### config.mk
export PLATFORM = sky130hd
export DESIGN_NAME = tmds_serializer_flat
export DESIGN_NICKNAME = d
export VERILOG_FILES = /design/src/rtl/tmds_serializer_pkg.sv /design/src/rtl/tmds_serializer_if.sv /design/src/rtl/tmds_lane_shifter.sv /design/src/rtl/tmds_serializer.sv /design/src/flat_wrapper.sv
export SDC_FILE = /design/constraint.sdc
export NUM_CORES = 1
export LEC_CHECK = 0
export BUFFER_PORTS_ARGS = -buffer_cell sky130_fd_sc_hd__buf_2
export CORE_ASPECT_RATIO = 0.75
export CORE_UTILIZATION = 52
export DETAILED_ROUTE_END_ITERATION = 12
export GPL_TIMING_DRIVEN = 0
export MAX_ROUTING_LAYER = met4
export PLACE_DENSITY_LB_ADDON = 0.3
export SKIP_CTS_REPAIR_TIMING = 1
export SLEW_MARGIN = 30
export SYNTH_ARGS = -nofsm -noshare
export SYNTH_HDL_FRONTEND = slang
export SYNTH_SLANG_ARGS = --single-unit
export TNS_END_PERCENT = 30
### constraint.sdc
create_clock -name i_clk -period 1.65 [get_ports i_clk]
set_clock_uncertainty 0.15 [all_clocks]
set_input_delay 0.33 -clock i_clk [delete_from_list [all_inputs] [get_ports i_clk]]
set_output_delay 0.33 -clock i_clk [all_outputs]
set_load 0.03 [all_outputs]
### src/rtl/tmds_serializer_pkg.sv
// rtl/tmds_serializer_pkg.sv - TMDS symbol constants and types shared by the serializer
package tmds_serializer_pkg;

  localparam int TMDS_SYM_W = 10;

  typedef logic [TMDS_SYM_W-1:0] tmds_sym_t;

  // Control-period symbols indexed by {C1,C0}
  localparam tmds_sym_t TMDS_CTRL_00 = 10'b1101010100;
  localparam tmds_sym_t TMDS_CTRL_01 = 10'b0010101011;
  localparam tmds_sym_t TMDS_CTRL_10 = 10'b0101010100;
  localparam tmds_sym_t TMDS_CTRL_11 = 10'b1010101011;

  // Idle filler is the C1C0=00 control symbol
  localparam tmds_sym_t TMDS_IDLE_SYM = TMDS_CTRL_00;

  // Clock lane: five ones then five zeros, LSB first
  localparam tmds_sym_t TMDS_CLK_SYM = 10'b0000011111;

  function automatic tmds_sym_t tmds_ctrl_sym(input logic [1:0] c);
    case (c)
      2'b00:   return TMDS_CTRL_00;
      2'b01:   return TMDS_CTRL_01;
      2'b10:   return TMDS_CTRL_10;
      default: return TMDS_CTRL_11;
    endcase
  endfunction

endpackage

### src/rtl/tmds_serializer_if.sv
// rtl/tmds_serializer_if.sv - valid/ready symbol handshake between encoder and serializer
interface tmds_serializer_if #(
  parameter int LANES = 3,
  parameter int SYM_W = 10
) ();

  logic                   i_valid;
  logic                   o_ready;
  logic [LANES*SYM_W-1:0] i_symbols;

  modport master (
    output i_valid,
    output i_symbols,
    input  o_ready
  );

  modport slave (
    input  i_valid,
    input  i_symbols,
    output o_ready
  );

endinterface

### src/rtl/tmds_lane_shifter.sv
// rtl/tmds_lane_shifter.sv - per-lane load/shift register emitting BITS_PER_CLK bits per cycle
module tmds_lane_shifter #(
  parameter int SYM_W        = 10,
  parameter int BITS_PER_CLK = 1
) (
  input  logic                    i_clk,
  input  logic                    i_rst,
  input  logic                    i_load,
  input  logic [SYM_W-1:0]        i_sym,
  output logic [BITS_PER_CLK-1:0] o_bits
);

  logic [SYM_W-1:0] shreg_q;
  logic [SYM_W-1:0] shreg_d;

  // Load a fresh symbol on load cycles, otherwise shift out the next LSBs
  always_comb begin
    shreg_d = shreg_q >> BITS_PER_CLK;
    if (i_load) begin
      shreg_d = i_sym;
    end
  end

  // Shift register state; reset discards any partial symbol
  always_ff @(posedge i_clk) begin
    if (i_rst) begin
      shreg_q <= '0;
    end else begin
      shreg_q <= shreg_d;
    end
  end

  assign o_bits = shreg_q[BITS_PER_CLK-1:0];

endmodule

### src/rtl/tmds_serializer.sv
// rtl/tmds_serializer.sv - 3-lane TMDS symbol serializer with holding register and idle insertion
module tmds_serializer
  import tmds_serializer_pkg::*;
#(
  parameter int               SYM_W        = TMDS_SYM_W,
  parameter int               LANES        = 3,
  parameter int               BITS_PER_CLK = 1,
  parameter logic [SYM_W-1:0] IDLE_SYM     = TMDS_IDLE_SYM,
  parameter logic [SYM_W-1:0] CLK_SYM      = TMDS_CLK_SYM
) (
  input  logic                          i_clk,
  input  logic                          i_rst,
  tmds_serializer_if.slave              sym_if,
  output logic [LANES*BITS_PER_CLK-1:0] o_data,
  output logic [BITS_PER_CLK-1:0]       o_clk_lane,
  output logic                          o_load,
  output logic [15:0]                   o_underflow_cnt
);

  localparam int P    = SYM_W / BITS_PER_CLK;
  localparam int PH_W = (P > 1) ? $clog2(P) : 1;
  localparam logic [PH_W-1:0] PH_LAST = PH_W'(P - 1);

  if (!((BITS_PER_CLK == 1) || (BITS_PER_CLK == 2)) || ((SYM_W % BITS_PER_CLK) != 0)) begin : g_bad_bpc
    $error("tmds_serializer: BITS_PER_CLK must be 1 or 2 and divide SYM_W");
  end

  logic [PH_W-1:0]        phase_q, phase_d;
  logic [LANES*SYM_W-1:0] hold_q, hold_d;
  logic                   hold_full_q, hold_full_d;
  logic                   active_q, active_d;
  logic [15:0]            cnt_q, cnt_d;
  logic                   load_q;

  logic                   load;
  logic                   accept;
  logic                   insert_idle;
  logic [LANES*SYM_W-1:0] load_word;

  // Handshake: a load cycle always frees the hold slot, so ready is asserted then
  always_comb begin
    load           = (phase_q == PH_LAST);
    sym_if.o_ready = !hold_full_q || load;
    accept         = sym_if.i_valid && sym_if.o_ready;
  end

  // Next state: phase, hold register, symbol selection for the shifters, underflow count
  always_comb begin
    phase_d     = load ? '0 : phase_q + PH_W'(1);
    hold_d      = hold_q;
    hold_full_d = hold_full_q;
    active_d    = active_q || accept;
    cnt_d       = cnt_q;
    load_word   = {LANES{IDLE_SYM}};
    insert_idle = 1'b0;

    if (load) begin
      if (hold_full_q) begin
        // Hold drains into the shifters; a same-cycle accept refills it
        load_word   = hold_q;
        hold_full_d = accept;
        if (accept) begin
          hold_d = sym_if.i_symbols;
        end
      end else if (accept) begin
        load_word = sym_if.i_symbols;
      end else begin
        insert_idle = 1'b1;
      end
    end else if (accept) begin
      hold_d      = sym_if.i_symbols;
      hold_full_d = 1'b1;
    end

    // Only starvation after the first real word is an underflow
    if (insert_idle && active_q && (cnt_q != 16'hFFFF)) begin
      cnt_d = cnt_q + 16'd1;
    end
  end

  // Control state registers; reset parks the phase so the first edge after reset loads
  always_ff @(posedge i_clk) begin
    if (i_rst) begin
      phase_q     <= PH_LAST;
      hold_q      <= '0;
      hold_full_q <= 1'b0;
      active_q    <= 1'b0;
      cnt_q       <= '0;
      load_q      <= 1'b0;
    end else begin
      phase_q     <= phase_d;
      hold_q      <= hold_d;
      hold_full_q <= hold_full_d;
      active_q    <= active_d;
      cnt_q       <= cnt_d;
      load_q      <= load;
    end
  end

  for (genvar k = 0; k < LANES; k++) begin : g_lane
    tmds_lane_shifter #(
      .SYM_W        (SYM_W),
      .BITS_PER_CLK (BITS_PER_CLK)
    ) u_shifter (
      .i_clk  (i_clk),
      .i_rst  (i_rst),
      .i_load (load),
      .i_sym  (load_word[k*SYM_W +: SYM_W]),
      .o_bits (o_data[k*BITS_PER_CLK +: BITS_PER_CLK])
    );
  end

  tmds_lane_shifter #(
    .SYM_W        (SYM_W),
    .BITS_PER_CLK (BITS_PER_CLK)
  ) u_clk_shifter (
    .i_clk  (i_clk),
    .i_rst  (i_rst),
    .i_load (load),
    .i_sym  (CLK_SYM),
    .o_bits (o_clk_lane)
  );

  assign o_load          = load_q;
  assign o_underflow_cnt = cnt_q;

endmodule

### src/flat_wrapper.sv
// flat-port wrapper written by rule: the top's interface ports become plain ports
module tmds_serializer_flat import tmds_serializer_pkg::*;
#(
  parameter int               SYM_W        = TMDS_SYM_W,
  parameter int               LANES        = 3,
  parameter int               BITS_PER_CLK = 1,
  parameter logic [SYM_W-1:0] IDLE_SYM     = TMDS_IDLE_SYM,
  parameter logic [SYM_W-1:0] CLK_SYM      = TMDS_CLK_SYM
)
  (i_clk, i_rst, o_data, o_clk_lane, o_load, o_underflow_cnt, sym_if_i_valid, sym_if_i_symbols, sym_if_o_ready);
  tmds_serializer_if #(.LANES(LANES), .SYM_W(SYM_W)) sym_if_i ();
  input  logic i_clk;
  input  logic i_rst;
  output logic [LANES*BITS_PER_CLK-1:0] o_data;
  output logic [BITS_PER_CLK-1:0] o_clk_lane;
  output logic o_load;
  output logic [15:0] o_underflow_cnt;
  input wire logic [$bits(sym_if_i.i_valid)-1:0] sym_if_i_valid;
  input wire logic [$bits(sym_if_i.i_symbols)-1:0] sym_if_i_symbols;
  output wire logic [$bits(sym_if_i.o_ready)-1:0] sym_if_o_ready;
  assign sym_if_i.i_valid = sym_if_i_valid;
  assign sym_if_i.i_symbols = sym_if_i_symbols;
  assign sym_if_o_ready = sym_if_i.o_ready;
  tmds_serializer #(.SYM_W(SYM_W), .LANES(LANES), .BITS_PER_CLK(BITS_PER_CLK), .IDLE_SYM(IDLE_SYM), .CLK_SYM(CLK_SYM)) u_core (.i_clk(i_clk), .i_rst(i_rst), .sym_if(sym_if_i), .o_data(o_data), .o_clk_lane(o_clk_lane), .o_load(o_load), .o_underflow_cnt(o_underflow_cnt));
endmodule
==> results.cfg, run 1 <==
[logic_synthesis]
ys_types = 41
ys_ff_latch = 87
syn_area_sq_um = 4060
ys.flop_type = dfxtp_1
synthArstFlopShare = 0
avgSynthCellArea_sq_um = 8.54
synth_edf_count = 0
syn_nets = 511
yosysSeqAreaShare = 0.429
ys_warn_count = 0
syn_inst = 475

[setup_path]
crit_fanout = 6
arrival_ns = 2.06
path_cells = inv_2, ha_4, and3b_2, nand2_4, buf_6, or4_4, a21oi_2
path_buf_inv = 2
cp_top_family = simple AND/OR/NAND/NOR gates
critical-path-max-stage-delay_ns = 0.47
required_ns = 1.80
crit_path_start_kind = flip-flop
endpoint_kind = flip-flop
cpMaxStageDelayCell = or4_4
worst-setup-path-type = flip-flop to flip-flop

[job]
cap_violations = 0

[global_routing]
grt_first_pass_wirelength_um = 16900
antenna_found_initial = 0
grt_max_degree = 15
grt_use_met2 = 0.413
busiest_layer = met2
grt_use_met1 = 0.350
grt.met3_usage = 0.0664
track_usage = 0.272
grt_pass1_vias = 3586
grt-ovfl-total = 0

[routing]
wl_per_cell_um = 16.3
vias = 3664
drcViolationCount = 0
drtIter0Drc = 227
via_per_inst = 5.58
drtPass1Iterations = 5
wl_um = 10700
ant_nets = 0

[die]
rows = 27
initial_core_util = 0.546
pin_count = 55
fp.coreArea_sq_um = 7430
die-area_sq_um = 8160
die_x_um = 104
fp.dieH_um = 78.5

[pwr]
seq_power_share = 0.442
p_comb_frac = 0.327
p_switching_mw = 1.95
power_density_nw_per_um2 = 1160
p_total_mw = 5.83
swShare = 0.334
p_leak_nw = 2.02
p_int_mw = 3.89
peakVddDrop_uv = 584
pwr-share-clk = 0.231

[sta]
finalHoldViolCount = 0
finalMaxSlewViolations = 0
slew_headroom = 0.617
max_slew.worst_pin.slew_ns = 0.575
setup_viol = 80
max_freq_mhz = 525
fin_tns_setup_ns = -8.29
setup_slack_ns = -0.253
fin_crit_sh = 1.15
rsz0062_at_grt = yes
min_period_ns = 1.90

[clocking]
cts_buffer_depth = 2
clockRootBuffer = clkbuf_8
tritoncts = built
clkTransAtPathRegs_ns = 0.09
cts_inserted_buffers = 9
htreeDepth = 3
cts.sinks = 87
clk_latency_ns = 0.37

[placed_design]
dp_cells = 628
hpwl_um = 6970
dpl_cell_area_sq_um = 4510
post-place-ws_ns = -0.382
gp_congestion = 0.878
port_buffers = 52

[run_status]
violations = negative setup slack
status = finished, violations left

[finish]
final_cells = 657
drive_gt1_frac = 0.268
final_common_cell = dfxtp_1
syn_to_final_growth_pct = 24.3
design_area_sq_um = 5040
final_cell_mix = 73 x dfxtp_1, 63 x nand2b_1, 52 x buf_2
num_antenna_cells = 0
nets = 587

[min_path]
hold_class = input port to flip-flop
[final timing paths]
kind	startpoint	to	slack, ns	cells past startpoint
setup reg to reg	u_core.phase_q[1]$_SDFF_PP0_	u_core.o_underflow_cnt[3]$_SDFFE_PP0P_	-0.25	7
setup / recovery	u_core.phase_q[1]$_SDFF_PP0_	u_core.o_underflow_cnt[3]$_SDFFE_PP0P_	-0.25	7
hold reg to reg	u_core.g_lane[1].u_shifter.shreg_q[1]$_SDFF_PP0_	u_core.g_lane[1].u_shifter.shreg_q[0]$_SDFF_PP0_	0.31	2
hold / removal	sym_if_i_symbols[18]	u_core.hold_q[18]$_SDFFE_PP0P_	0.07	3
[registers in the layout (all words and copies together) (netlist names)]
signal	count
u_core.hold_full_q	1
u_core.o_underflow_cnt	16
u_core.active_q	1
u_core.hold_q	30
u_core.g_lane.u_shifter.shreg_q	30
u_core.phase_q	4
u_core.o_load	1
u_core.u_clk_shifter.shreg_q	4
[metrics by stage]
| stage | util | hold WS [ns] |
|---|---|---|
| floorplan | - | 0.266 |
| global placement | 0.607 | 0.279 |
| detailed placement | 0.607 | 0.282 |
| CTS | 0.630 | 0.0698 |
| global route | 0.678 | 0.0778 |
| finish | 0.678 | 0.0715 |
[area by class of cell]
| type | instances | area (sq um) |
|---|---|---|
| sequential | 87 | 1760 |
| multi-input combinational | 328 | 2190 |
| timing repair buffer | 67 | 444 |
| clock inverter | 5 | 33.8 |
| buffer | 40 | 273 |
| fill | 567 | 2390 |
| inverter | 18 | 67.6 |
| tap | 101 | 126 |
| clock buffer | 11 | 141 |
[kinds of logic (layout without fill, tap and decap cells)]
| logic type | count (synthesis) | after routing | share of synthesized area |
|---|---|---|---|
| buf+inv | 60 | 141 | 0.0681 |
| simple gates | 198 | 198 | 0.263 |
| fa+ha+maj | 3 | 3 | 0.00925 |
| compound gates | 93 | 93 | 0.147 |
| xor+xnor | 2 | 2 | 0.00432 |
| mux | 32 | 32 | 0.0792 |
| flops | 87 | 87 | 0.429 |
[worst min-delay path, stage by stage]
cell and delay, ns:
buf_2 0.10, nand2b_1 0.06, mux2i_1 0.06
[layer usage]
metal,up-vias,share of wire
met2,132,0.46
li1,1783,-
met3,12,0.070
met4,0,0.0099
met5,-,0
met1,1737,0.46
[power by group through the flow]
| stage | Sequential (mW) | Combinational [mW] | Clock [mW] |
|---|---|---|---|
| after floorplan | 2.59 | 1.07 | 0 |
| after global placement | 2.58 | 1.41 | 0 |
| after detailed placement | 2.59 | 1.46 | 0 |
| after CTS | 2.55 | 1.48 | 1.36 |
| after global routing | 2.61 | 2.06 | 1.47 |
| final | 2.58 | 1.91 | 1.35 |
[Yosys cell counts (3+ instances only)]
master / n / share of area
buf_4: 6 / 0.011
nand2b_1: 63 / 0.097
and4_1: 3 / 0.0065
nand2_1: 38 / 0.035
clkbuf_1: 24 / 0.022
dfxtp_1: 87 / 0.43
nand3_1: 6 / 0.0074
o31ai_1: 7 / 0.013
nand4_1: 6 / 0.0093
buf_1: 4 / 0.0037
o211ai_1: 15 / 0.028
buf_6: 3 / 0.0083
or4_1: 7 / 0.013
a21oi_1: 27 / 0.033
o21ai_0: 24 / 0.030
a221oi_1: 15 / 0.032
nor2_1: 55 / 0.051
ha_1: 3 / 0.0093
inv_1: 18 / 0.017
or3_1: 6 / 0.0093
buf_2: 5 / 0.0062
mux2i_1: 31 / 0.076
(Power assumes the default switching activity.)
==> run 2, diff against run 1 <==
- PLACE_DENSITY: not set -> 0.87
- PLACE_DENSITY_LB_ADDON: 0.3 -> not set
- SKIP_CTS_REPAIR_TIMING: 1 -> not set
==> run 2 against run 1 <==
  * The flow still finishes with violations (negative setup slack)
  * Sequential power about the same
  * Largest power group unchanged
  * Register-to-register slack worse by 0.04 ns
  * Wire length up 13%
  * Total power up 3.4%
  * Global-route usage up 0.33 points
  * Largest cell class unchanged
  * Core utilization up 0.47 points
  * Worst hold slack better by 0.0032 ns
  * Count of clock-buffer cells in the layout up 1
  * Final area up 0.69%
==> results.cfg, run 2 (synthesis gave the netlist of run 1 again) <==
[routing]
drtPass1Iterations = 5
via_per_inst = 6.02
drtIter0Drc = 459
drcViolationCount = 0
wl_um = 12100
ant_nets = 0
vias = 3972
wl_per_cell_um = 18.4

[setup_path]
cpMaxStageDelayCell = dfxtp_2
r2r-end = u_core.o_underflow_cnt[6]$_SDFFE_PP0P_
worst-setup-path-type = flip-flop to flip-flop
ff2ff_path_depth = 6
rrSetupSlack_ns = -0.29
required_ns = 1.72
crit_path_start_kind = flip-flop
arrival_ns = 2.01
endpoint_kind = flip-flop
timing.rr.start = u_core.phase_q[0]$_SDFF_PP1_
crit_fanout = 8
path_cells = ha_4, and3b_2, nand2_4, buf_4, o31ai_1, a21oi_1
critical-path-max-stage-delay_ns = 0.39

[die]
fp.dieH_um = 78.5
rows = 27
fp.coreArea_sq_um = 7430
die_x_um = 104
pin_count = 55
initial_core_util = 0.546
die-area_sq_um = 8160

[pwr]
power_density_nw_per_um2 = 1190
p_leak_nw = 2.02
p_total_mw = 6.03
peakVddDrop_uv = 640

[finish]
nets = 590
syn_to_final_growth_pct = 25.1
final_cell_mix = 72 x dfxtp_1, 62 x nand2b_1, 55 x buf_2
final_cells = 660
final.fill_count = 546
final_common_cell = dfxtp_1
drive_gt1_frac = 0.275
final_util = 0.683
num_antenna_cells = 0

[global_routing]
grt_first_pass_wirelength_um = 17100
grt-ovfl-total = 0
grt_pass1_vias = 3508
antenna_found_initial = 0
track_usage = 0.275
grt_max_degree = 15

[job]
cap_violations = 0

[clocking]
clkTransAtPathRegs_ns = 0.09
clk_latency_ns = 0.37
hold_buffers = 0
cts.sinks = 87
cts_buffer_depth = 2
htreeDepth = 3
tritoncts = built
clockRootBuffer = clkbuf_8
cts_inserted_buffers = 9

[sta]
min_period_ns = 1.94
setup_viol = 71
fin_crit_sh = 1.18
slew_headroom = 0.544
setup_slack_ns = -0.289
max_slew.worst_pin.slew_ns = 0.685
finalMaxSlewViolations = 0
rsz0062_at_grt = yes
finalHoldViolCount = 0
max_freq_mhz = 516

[run_status]
status = finished, violations left
violations = negative setup slack

[placed_design]
gp_congestion = 0.864
post-place-ws_ns = -0.320
port_buffers = 52
dp_cells = 628
hpwl_um = 6990

[min_path]
min_to = u_core.hold_q[10]$_SDFFE_PP0P_
holdCritStartpoint = sym_if_i_symbols[10]
hold-path-cell-count = 3
hold_class = input port to flip-flop
-- run 2: worst max-delay path: cells and delay by family, from the launching register on --
kind / cells / cell delay (ns)
flops: 1 / 0.39
fa+ha+maj: 1 / 0.18
compound gates: 2 / 0.44
simple gates: 2 / 0.43
buf+inv: 1 / 0.19
-- run 2: worst max-delay path by stage --
stage	startpoint	to	slack [ns]	cells after the start
final	u_core.phase_q[0]$_SDFF_PP1_	u_core.o_underflow_cnt[6]$_SDFFE_PP0P_	-0.29	6
after global routing	u_core.phase_q[1]$_SDFF_PP0_	u_core.o_underflow_cnt[6]$_SDFFE_PP0P_	-0.33	7
after CTS	u_core.phase_q[1]$_SDFF_PP0_	u_core.o_underflow_cnt[13]$_SDFFE_PP0P_	-0.14	6
after detailed placement	u_core.phase_q[1]$_SDFF_PP0_	u_core.g_lane[1].u_shifter.shreg_q[3]$_SDFF_PP0_	-0.32	8
after global placement	u_core.phase_q[1]$_SDFF_PP0_	u_core.g_lane[2].u_shifter.shreg_q[7]$_SDFF_PP0_	-0.26	8
after floorplan	u_core.o_underflow_cnt[0]$_SDFFE_PP0P_	u_core.o_underflow_cnt[5]$_SDFFE_PP0P_	-0.11	7
-- run 2: routing by layer --
layer | share of wire | GRT usage
met1 | 0.40 | 0.349
met2 | 0.47 | 0.435
met3 | 0.091 | 0.0656
met4 | 0.033 | 0.0886
met5 | 0 | -
-- run 2: final cells by class --
| type | instances | area [sq um] | area share |
|---|---|---|---|
| Sequential cell | 87 | 1770 | 0.349 |
| Clock buffer | 12 | 145 | 0.0286 |
| Timing Repair Buffer | 71 | 432 | 0.0850 |
| Tap cell | 101 | 126 | 0.0249 |
| Inverter | 18 | 67.6 | 0.0133 |
| Buffer | 39 | 290 | 0.0572 |
| Clock inverter | 4 | 52.6 | 0.0103 |
| Multi-Input combinational cell | 328 | 2190 | 0.431 |
-- run 2: where the power goes --
group	switching, mW	internal, mW	total (mW)
sequential	0.171	2.42	2.59
combinational	1.05	0.841	1.89
clock	0.792	0.750	1.54
total	2.02	4.01	6.03
-- run 2: timing repair --
action | 4_1_cts | 5_1_grt
setup endpoints to repair | 80 | 79
gates cloned | 1 | 3
setup buffers | 8 | 7
pin swaps | 14 | 13
resized for setup | 38 | 52
-- run 2: per-stage QoR --
step	TNS (ns)	hold slack, ns	area, sq um
after CTS	-2.33	0.0718	4860
after detailed placement	-14.51	0.276	4510
after floorplan	-1.54	0.266	4120
final	-8.14	0.0747	5080
after global routing	-11.90	0.0686	5080
after global placement	-11.99	0.273	4510
